==> config.mk <==
export PLATFORM = sky130hd
export DESIGN_NAME = datapath_arbiter
export DESIGN_NICKNAME = d
export VERILOG_FILES = /design/src/rtl/datapath_pkg.sv /design/src/rtl/rr_arbiter.sv /design/src/rtl/datapath_arbiter.sv
export SDC_FILE = /design/constraint.sdc
export NUM_CORES = 1
export LEC_CHECK = 0
export CAP_MARGIN = 20
export CORE_UTILIZATION = 41
export DETAILED_ROUTE_END_ITERATION = 8
export GPL_TIMING_DRIVEN = 0
export PLACE_DENSITY = 0.89
export SLEW_MARGIN = 20
export SYNTH_ARGS = -nofsm -noshare
export SYNTH_HDL_FRONTEND = slang
export SYNTH_SLANG_ARGS = --single-unit
==> constraint.sdc <==
create_clock -name clk -period 6.7 [get_ports clk]
set_input_delay 2.01 -clock clk [delete_from_list [all_inputs] [get_ports clk]]
set_output_delay 2.01 -clock clk [all_outputs]
set_load 0.05 [all_outputs]
==> src/rtl/datapath_pkg.sv <==
// Shared definitions for the arithmetic datapath and its request scheduler.
package datapath_pkg;

  localparam logic [2:0] OP_ADD  = 3'b000;
  localparam logic [2:0] OP_ADDC = 3'b001;
  localparam logic [2:0] OP_SUB  = 3'b011;
  localparam logic [2:0] OP_PASS = 3'b100;
  localparam logic [2:0] OP_INC  = 3'b101;
  localparam logic [2:0] OP_DEC  = 3'b110;

  // Width of a requester index; never collapses to zero bits.
  function automatic int id_w(input int r);
    return (r < 2) ? 1 : $clog2(r);
  endfunction

endpackage

==> src/rtl/rr_arbiter.sv <==
// Round-robin arbiter: combinational one-hot grant searched from ptr, ptr advances past the winner.
module rr_arbiter
  import datapath_pkg::*;
#(
  parameter int R = 4
) (
  input  logic                 clk,
  input  logic                 rst_n,
  input  logic [R-1:0]         req,
  input  logic                 en,
  output logic [R-1:0]         gnt,
  output logic [id_w(R)-1:0]   gnt_id,
  output logic                 gnt_any
);

  localparam int             IW   = id_w(R);
  localparam logic [IW-1:0]  LAST = IW'(R - 1);

  logic [IW-1:0] ptr;
  int            idx;

  // Scan from farthest to nearest so the requester closest to ptr overwrites the rest.
  always_comb begin
    gnt     = '0;
    gnt_id  = '0;
    gnt_any = 1'b0;
    idx     = 0;
    if (en) begin
      for (int k = R - 1; k >= 0; k--) begin
        idx = int'(ptr) + k;
        if (idx >= R) idx = idx - R;
        if (req[idx[IW-1:0]]) begin
          gnt_id  = idx[IW-1:0];
          gnt_any = 1'b1;
        end
      end
      if (gnt_any) gnt[gnt_id] = 1'b1;
    end
  end

  always_ff @(posedge clk or negedge rst_n) begin
    if (!rst_n)       ptr <= '0;
    else if (gnt_any) ptr <= (gnt_id == LAST) ? '0 : gnt_id + IW'(1);
  end

endmodule

==> src/rtl/datapath_arbiter.sv <==
// Shares one add/sub datapath among R requesters: round-robin issue, latency-matched tag pipe, result return.
module datapath_arbiter
  import datapath_pkg::*;
#(
  parameter int N   = 16,
  parameter int R   = 4,
  parameter int LAT = 0
) (
  input  logic                clk,
  input  logic                rst_n,
  input  logic                en,
  input  logic [R-1:0]        req_valid,
  output logic [R-1:0]        req_ready,
  input  logic [R*N-1:0]      req_A,
  input  logic [R*N-1:0]      req_B,
  input  logic [R*3-1:0]      req_opcode,
  output logic [N-1:0]        dp_A,
  output logic [N-1:0]        dp_B,
  output logic [2:0]          dp_opcode,
  input  logic [N-1:0]        dp_Y,
  input  logic                dp_co,
  output logic [R-1:0]        rsp_valid,
  output logic [N-1:0]        rsp_Y,
  output logic                rsp_co,
  output logic [id_w(R)-1:0]  rsp_id,
  output logic                idle
);

  localparam int IW = id_w(R);

  logic [IW-1:0] gnt_id;
  logic          gnt_any;

  rr_arbiter #(.R(R)) u_arb (
    .clk     (clk),
    .rst_n   (rst_n),
    .req     (req_valid),
    .en      (en),
    .gnt     (req_ready),
    .gnt_id  (gnt_id),
    .gnt_any (gnt_any)
  );

  // Operand registers hold on idle cycles so the datapath inputs stay quiet.
  always_ff @(posedge clk or negedge rst_n) begin
    if (!rst_n) begin
      dp_A      <= '0;
      dp_B      <= '0;
      dp_opcode <= OP_ADD;
    end else if (gnt_any) begin
      dp_A      <= req_A[gnt_id*N +: N];
      dp_B      <= req_B[gnt_id*N +: N];
      dp_opcode <= req_opcode[gnt_id*3 +: 3];
    end
  end

  // Stage 0 is the issue stage itself; stage LAT lines up with dp_Y.
  logic [LAT:0]          vld_pipe;
  logic [LAT:0][IW-1:0]  id_pipe;

  generate
    if (LAT == 0) begin : g_tag_wire
      always_ff @(posedge clk or negedge rst_n) begin
        if (!rst_n) begin
          vld_pipe <= '0;
          id_pipe  <= '0;
        end else begin
          vld_pipe[0] <= gnt_any;
          if (gnt_any) id_pipe[0] <= gnt_id;
        end
      end
    end else begin : g_tag_pipe
      always_ff @(posedge clk or negedge rst_n) begin
        if (!rst_n) begin
          vld_pipe <= '0;
          id_pipe  <= '0;
        end else begin
          vld_pipe <= {vld_pipe[LAT-1:0], gnt_any};
          id_pipe  <= {id_pipe[LAT-1:0], gnt_any ? gnt_id : id_pipe[0]};
        end
      end
    end
  endgenerate

  always_ff @(posedge clk or negedge rst_n) begin
    if (!rst_n) begin
      rsp_valid <= '0;
      rsp_Y     <= '0;
      rsp_co    <= 1'b0;
      rsp_id    <= '0;
    end else begin
      rsp_valid <= '0;
      if (vld_pipe[LAT]) begin
        rsp_valid <= R'(1) << id_pipe[LAT];
        rsp_Y     <= dp_Y;
        rsp_co    <= dp_co;
        rsp_id    <= id_pipe[LAT];
      end
    end
  end

  assign idle = ~|vld_pipe;

endmodule

==> metrics.sh <==
SYNTH-MAIN-FF-CELL='sky130_fd_sc_hd__dfrtp_1'
NETLIST_TOP_CELLS_AREA='sky130_fd_sc_hd__dfrtp_1 (41%), sky130_fd_sc_hd__a221oi_2 (11%), sky130_fd_sc_hd__a211oi_2 (9.4%)'
DRC_MARKERS=0
NUMCLOCKSINKS=63
CLOCK_TRANSITION_AT_THE_REGISTERS_OF_THE_REPORTED_PATHS_NS=0.07
TIMING.CRITICAL_PATH.MAX_DELAY_FAMILY='buffers and inverters'
VDD_DROP_MAX_mV=0.2011
RUN_STATUS='finished, final reports clean'
ROUTEDWLPERCELL_UM=18.22
REPORT.FINAL.SLEW_VIOL_COUNT=0
FINALHOLDWORSTSLACK_NS=0.5029
CLOCK_TREE.ROOT_CELL='sky130_fd_sc_hd__clkbuf_8'
MULTIINPUTGATEAREA_SQ_UM=2029
VIAS_IN_THE_FIRST_GLOBAL_ROUTE=4188
YOSYS.CELL_TYPES.COUNT=38
POSTSYNTHNETCOUNT=527
FLOORPLAN.DIE_AREA_SQ_UM=9772
MAX-SLEW-MARGIN-REL_PCT=55.57
TOTAL_STAGE_COUNT_OF_THE_CRITICAL_PATH=6
ANT_NETS=0
IO-PIN-COUNT=227
LEAKAGE_nW=2.557
CRIT_PATH_TOP_DELAY_CELL='sky130_fd_sc_hd__clkdlybuf4s50_1'
LAYOUTNONFILLERINSTCOUNT=712
ROW_COUNT=34
CTS-RESIZED-GATES=0
DETAIL_ROUTE.VIAS_PER_CELL=5.497
REG2REG_DEPTH=7
TIMING.CRITICAL_PATH.FANOUT_MAX=10
YS_SEQ_ELEMENTS=63
VIAS=3914
SYNTH_LARGEST_TYPE_AREA_FRACTION_PCT=40.99
MAX_FREQ_MHz=152.2
PLACE_CONGESTION=0.9328
SYNTH_AREA_LEADER_CELL='sky130_fd_sc_hd__dfrtp_1'
FILLER_CELL_COUNT=666
FINAL_NETS=764
HOLD_PATH_DEPTH=1
SETUP.WORST_PATH.CLASS='in -> out'
TIMING.SETUP.TNS_NS=0
WORSTHOLDSTART='id_pipe[0]'
SHARE_OF_POST_ROUTE_CELLS_WITH_DRIVE_STRENGTH_ABOVE_1_PCT=19.87
FLOW.AREA_GROWTH_FROM_SYNTHESIS_PCT=68.51
POWER-PER-CELL-AREA_nW_PER_UM2=314.0
HOLD_VIOL=0
SETUP_VIOLATIONS=0
DRT_PRE_ANTENNA_ITERS=4
SYN-CELL-AREA_SQ_UM=3846
ENDPOINT_KIND='output pin'
PLACE_INST=697
REGTOREGENDPOINT='dp_A[9]'
SYNTH.AVG_CELL_AREA_SQ_UM=10.60
LAYOUT_MIN_CYCLE_TIME_NS=6.570
DETAILEDROUTE.FIRSTITERATIONVIOLATIONS=116
POSTROUTEWIRELENGTH_UM=12970
WORST_HOLD_PATH_TYPE='reg -> reg'
CTS.PATH.MAX_BUFFERS=2
CTS_MADE_BUFFERS=9
WORST_MARGIN_SLEW_NS=0.6664
ASYNC_RESET_FF_SHARE_PCT=100.0
CP.BUFFERS_INVERTERS=4
AREA.SEQUENTIAL_SQ_UM=1577
DIODES_INSERTED=0
PATH_CELLS='clkdlybuf4s50_1 > clkbuf_1 > o221ai_4 > buf_2 > nor2_1 > clkdlybuf4s50_1'
PORT_BUF_INSERTS=225
SYNTHESIS.INSTANCES=363
DIE_HEIGHT_UM=98.86
DP_HPWL_UM=9925
GRT_START_MAX_NET_PINS=36
CRIT_PATH_START_KIND='primary input'
HTREE_NUM_LEVELS=3
GRT.OVERFLOW.TOTAL=0
INITIAL_CORE_UTIL_PCT=43.26
WORSTSKEWPAIRLATENCY_NS=0.34
CRITPATHMAXSTAGEDELAY_NS=0.82
SYNTH-SEQ-AREA-SHARE_PCT=40.99
SYNTHMOSTINSTANTIATEDCELL='sky130_fd_sc_hd__dfrtp_1'
MAX-CAP-VIOLATIONS=0
TIMING.RR.START='u_arb.ptr[1]'
YS_TOP_CELLS_BY_COUNT='sky130_fd_sc_hd__dfrtp_1 (63), sky130_fd_sc_hd__nand2_1 (42), sky130_fd_sc_hd__nor2_1 (39), sky130_fd_sc_hd__a21oi_1 (37), sky130_fd_sc_hd__and2_1 (36)'
WHS_ENDPOINT='rsp_valid[2]'
LAYOUT.CORE_UTILIZATION_PCT=72.90
TIMING.CRITICAL_PATH.ARRIVAL_NS=4.56
NUMBER_OF_FLOPS_MAPPED_TO_ENABLE_CELLS_BY_YOSYS=0
ANTENNA_FOUND_INITIAL=0
POST_CTS_HOLD_BUFFER_COUNT=0
CRITICAL_PATH.MOST_COMMON_CELL='sky130_fd_sc_hd__clkdlybuf4s50_1'
PLACEABLECOREAREA_SQ_UM=8891
NUMBER_OF_WARNINGS_ISSUED_BY_YOSYS=0
GRT_SETUP_UNREPAIRED='no'
GRT_FIRST_PASS_WIRELENGTH_UM=20580
DIE_WIDTH_UM=98.86
CTS_POST_SETUP_BUFFERS_INSERTED=0
CTS_TREE='yes'
SKEW_NS=0.01186
FINAL.PERIOD_UTILIZATION_PCT=98.05
WORSTPATHREQUIRED_NS=4.69
REGISTER_TO_REGISTER_PATH_SETUP_SLACK_NS=4.60
TRACK_USAGE_PCT=27.27
[registers in the layout, summed over array words and instances, names as in the netlist]
name       count
dp_B          16
dp_A          16
rsp_valid      4
vld_pipe       1
rsp_Y         16
dp_opcode      3
rsp_id         2
u_arb.ptr      2
rsp_co         1
id_pipe        2
[per-layer routing]
layer,GRT usage [%],routed length [um],vias up
met5,0,0,-
met4,10.33,286,0
met3,6.738,881,26
met2,50.83,6922,176
met1,29.63,4879,1911
li1,-,-,1801
[worst max-delay path by stage]
stage                             from            to  slack, ns
after global routing                en  req_ready[2]       0.03
final                               en  req_ready[2]       0.13
after CTS                           en  req_ready[2]       0.15
after global placement              en  req_ready[2]       0.17
after floorplan           req_valid[3]  req_ready[0]       1.20
after detailed placement            en  req_ready[2]       0.15
[layout by cell type (no fill, tap or decap), types with 2 or more instances in the layout]
master | Yosys | layout
sky130_fd_sc_hd__clkdlybuf4s50_1 | 0 | 224
sky130_fd_sc_hd__dfrtp_1 | 63 | 63
sky130_fd_sc_hd__nand2_1 | 42 | 42
sky130_fd_sc_hd__nor2_1 | 39 | 39
sky130_fd_sc_hd__a21oi_1 | 37 | 37
sky130_fd_sc_hd__and2_1 | 36 | 36
sky130_fd_sc_hd__a221oi_2 | 29 | 29
sky130_fd_sc_hd__a211oi_2 | 29 | 29
sky130_fd_sc_hd__mux2_2 | 18 | 18
sky130_fd_sc_hd__clkbuf_8 | 0 | 12
sky130_fd_sc_hd__buf_2 | 10 | 10
sky130_fd_sc_hd__clkbuf_1 | 9 | 9
sky130_fd_sc_hd__buf_6 | 6 | 6
sky130_fd_sc_hd__a221oi_1 | 6 | 6
sky130_fd_sc_hd__a211oi_1 | 6 | 6
sky130_fd_sc_hd__inv_1 | 4 | 4
sky130_fd_sc_hd__buf_4 | 2 | 3
sky130_fd_sc_hd__buf_8 | 3 | 3
sky130_fd_sc_hd__o22ai_1 | 2 | 2
sky130_fd_sc_hd__buf_1 | 2 | 2
sky130_fd_sc_hd__bufinv_16 | 0 | 2
[report_power, final]
part           internal [mW]  leakage, nW  switching (mW)  total (mW)
combinational          0.420         1.71           0.684        1.10
sequential             0.479        0.732          0.0611       0.540
clock                  0.238        0.118           0.153       0.390
total                   1.14         2.56           0.898        2.03
[final cells by class]
cell class | count | area share (%)
Timing Repair Buffer | 226 | 35.02
Multi-Input combinational cell | 263 | 31.31
Sequential cell | 63 | 24.32
Buffer | 32 | 3.378
Clock buffer | 12 | 2.548
Tap cell | 108 | 2.085
Clock inverter | 3 | 1.004
Inverter | 5 | 0.3282
[worst reg2reg max path, delay by kind of cell (launching register included)]
family,cells,cell delay [ns]
flops,1,0.34
mux,1,0.25
compound gates,2,0.31
simple gates,2,0.47
buf+inv,2,0.66
[stage by stage]
stage / setup slack (ns) / power [mW] / cell area, sq um
floorplan: 1.198 / 1.242 / 3846
detailed placement: 0.1508 / 1.649 / 6251
global route: 0.02868 / 2.123 / 6481
finish: 0.1304 / 2.035 / 6481
CTS: 0.1490 / 2.042 / 6481
global placement: 0.1747 / 1.630 / 6233
[kinds of logic after synthesis]
kind of cell	count (synthesis)	share of synthesized area [%]
flip-flops	63	40.99
AO/OA/AOI/OAI	119	31.75
buffers and inverters	37	6.246
multiplexers	19	5.530
XOR/XNOR	1	0.2278
AND/OR/NAND/NOR	124	15.26
Power figures use the tool's default switching activity.
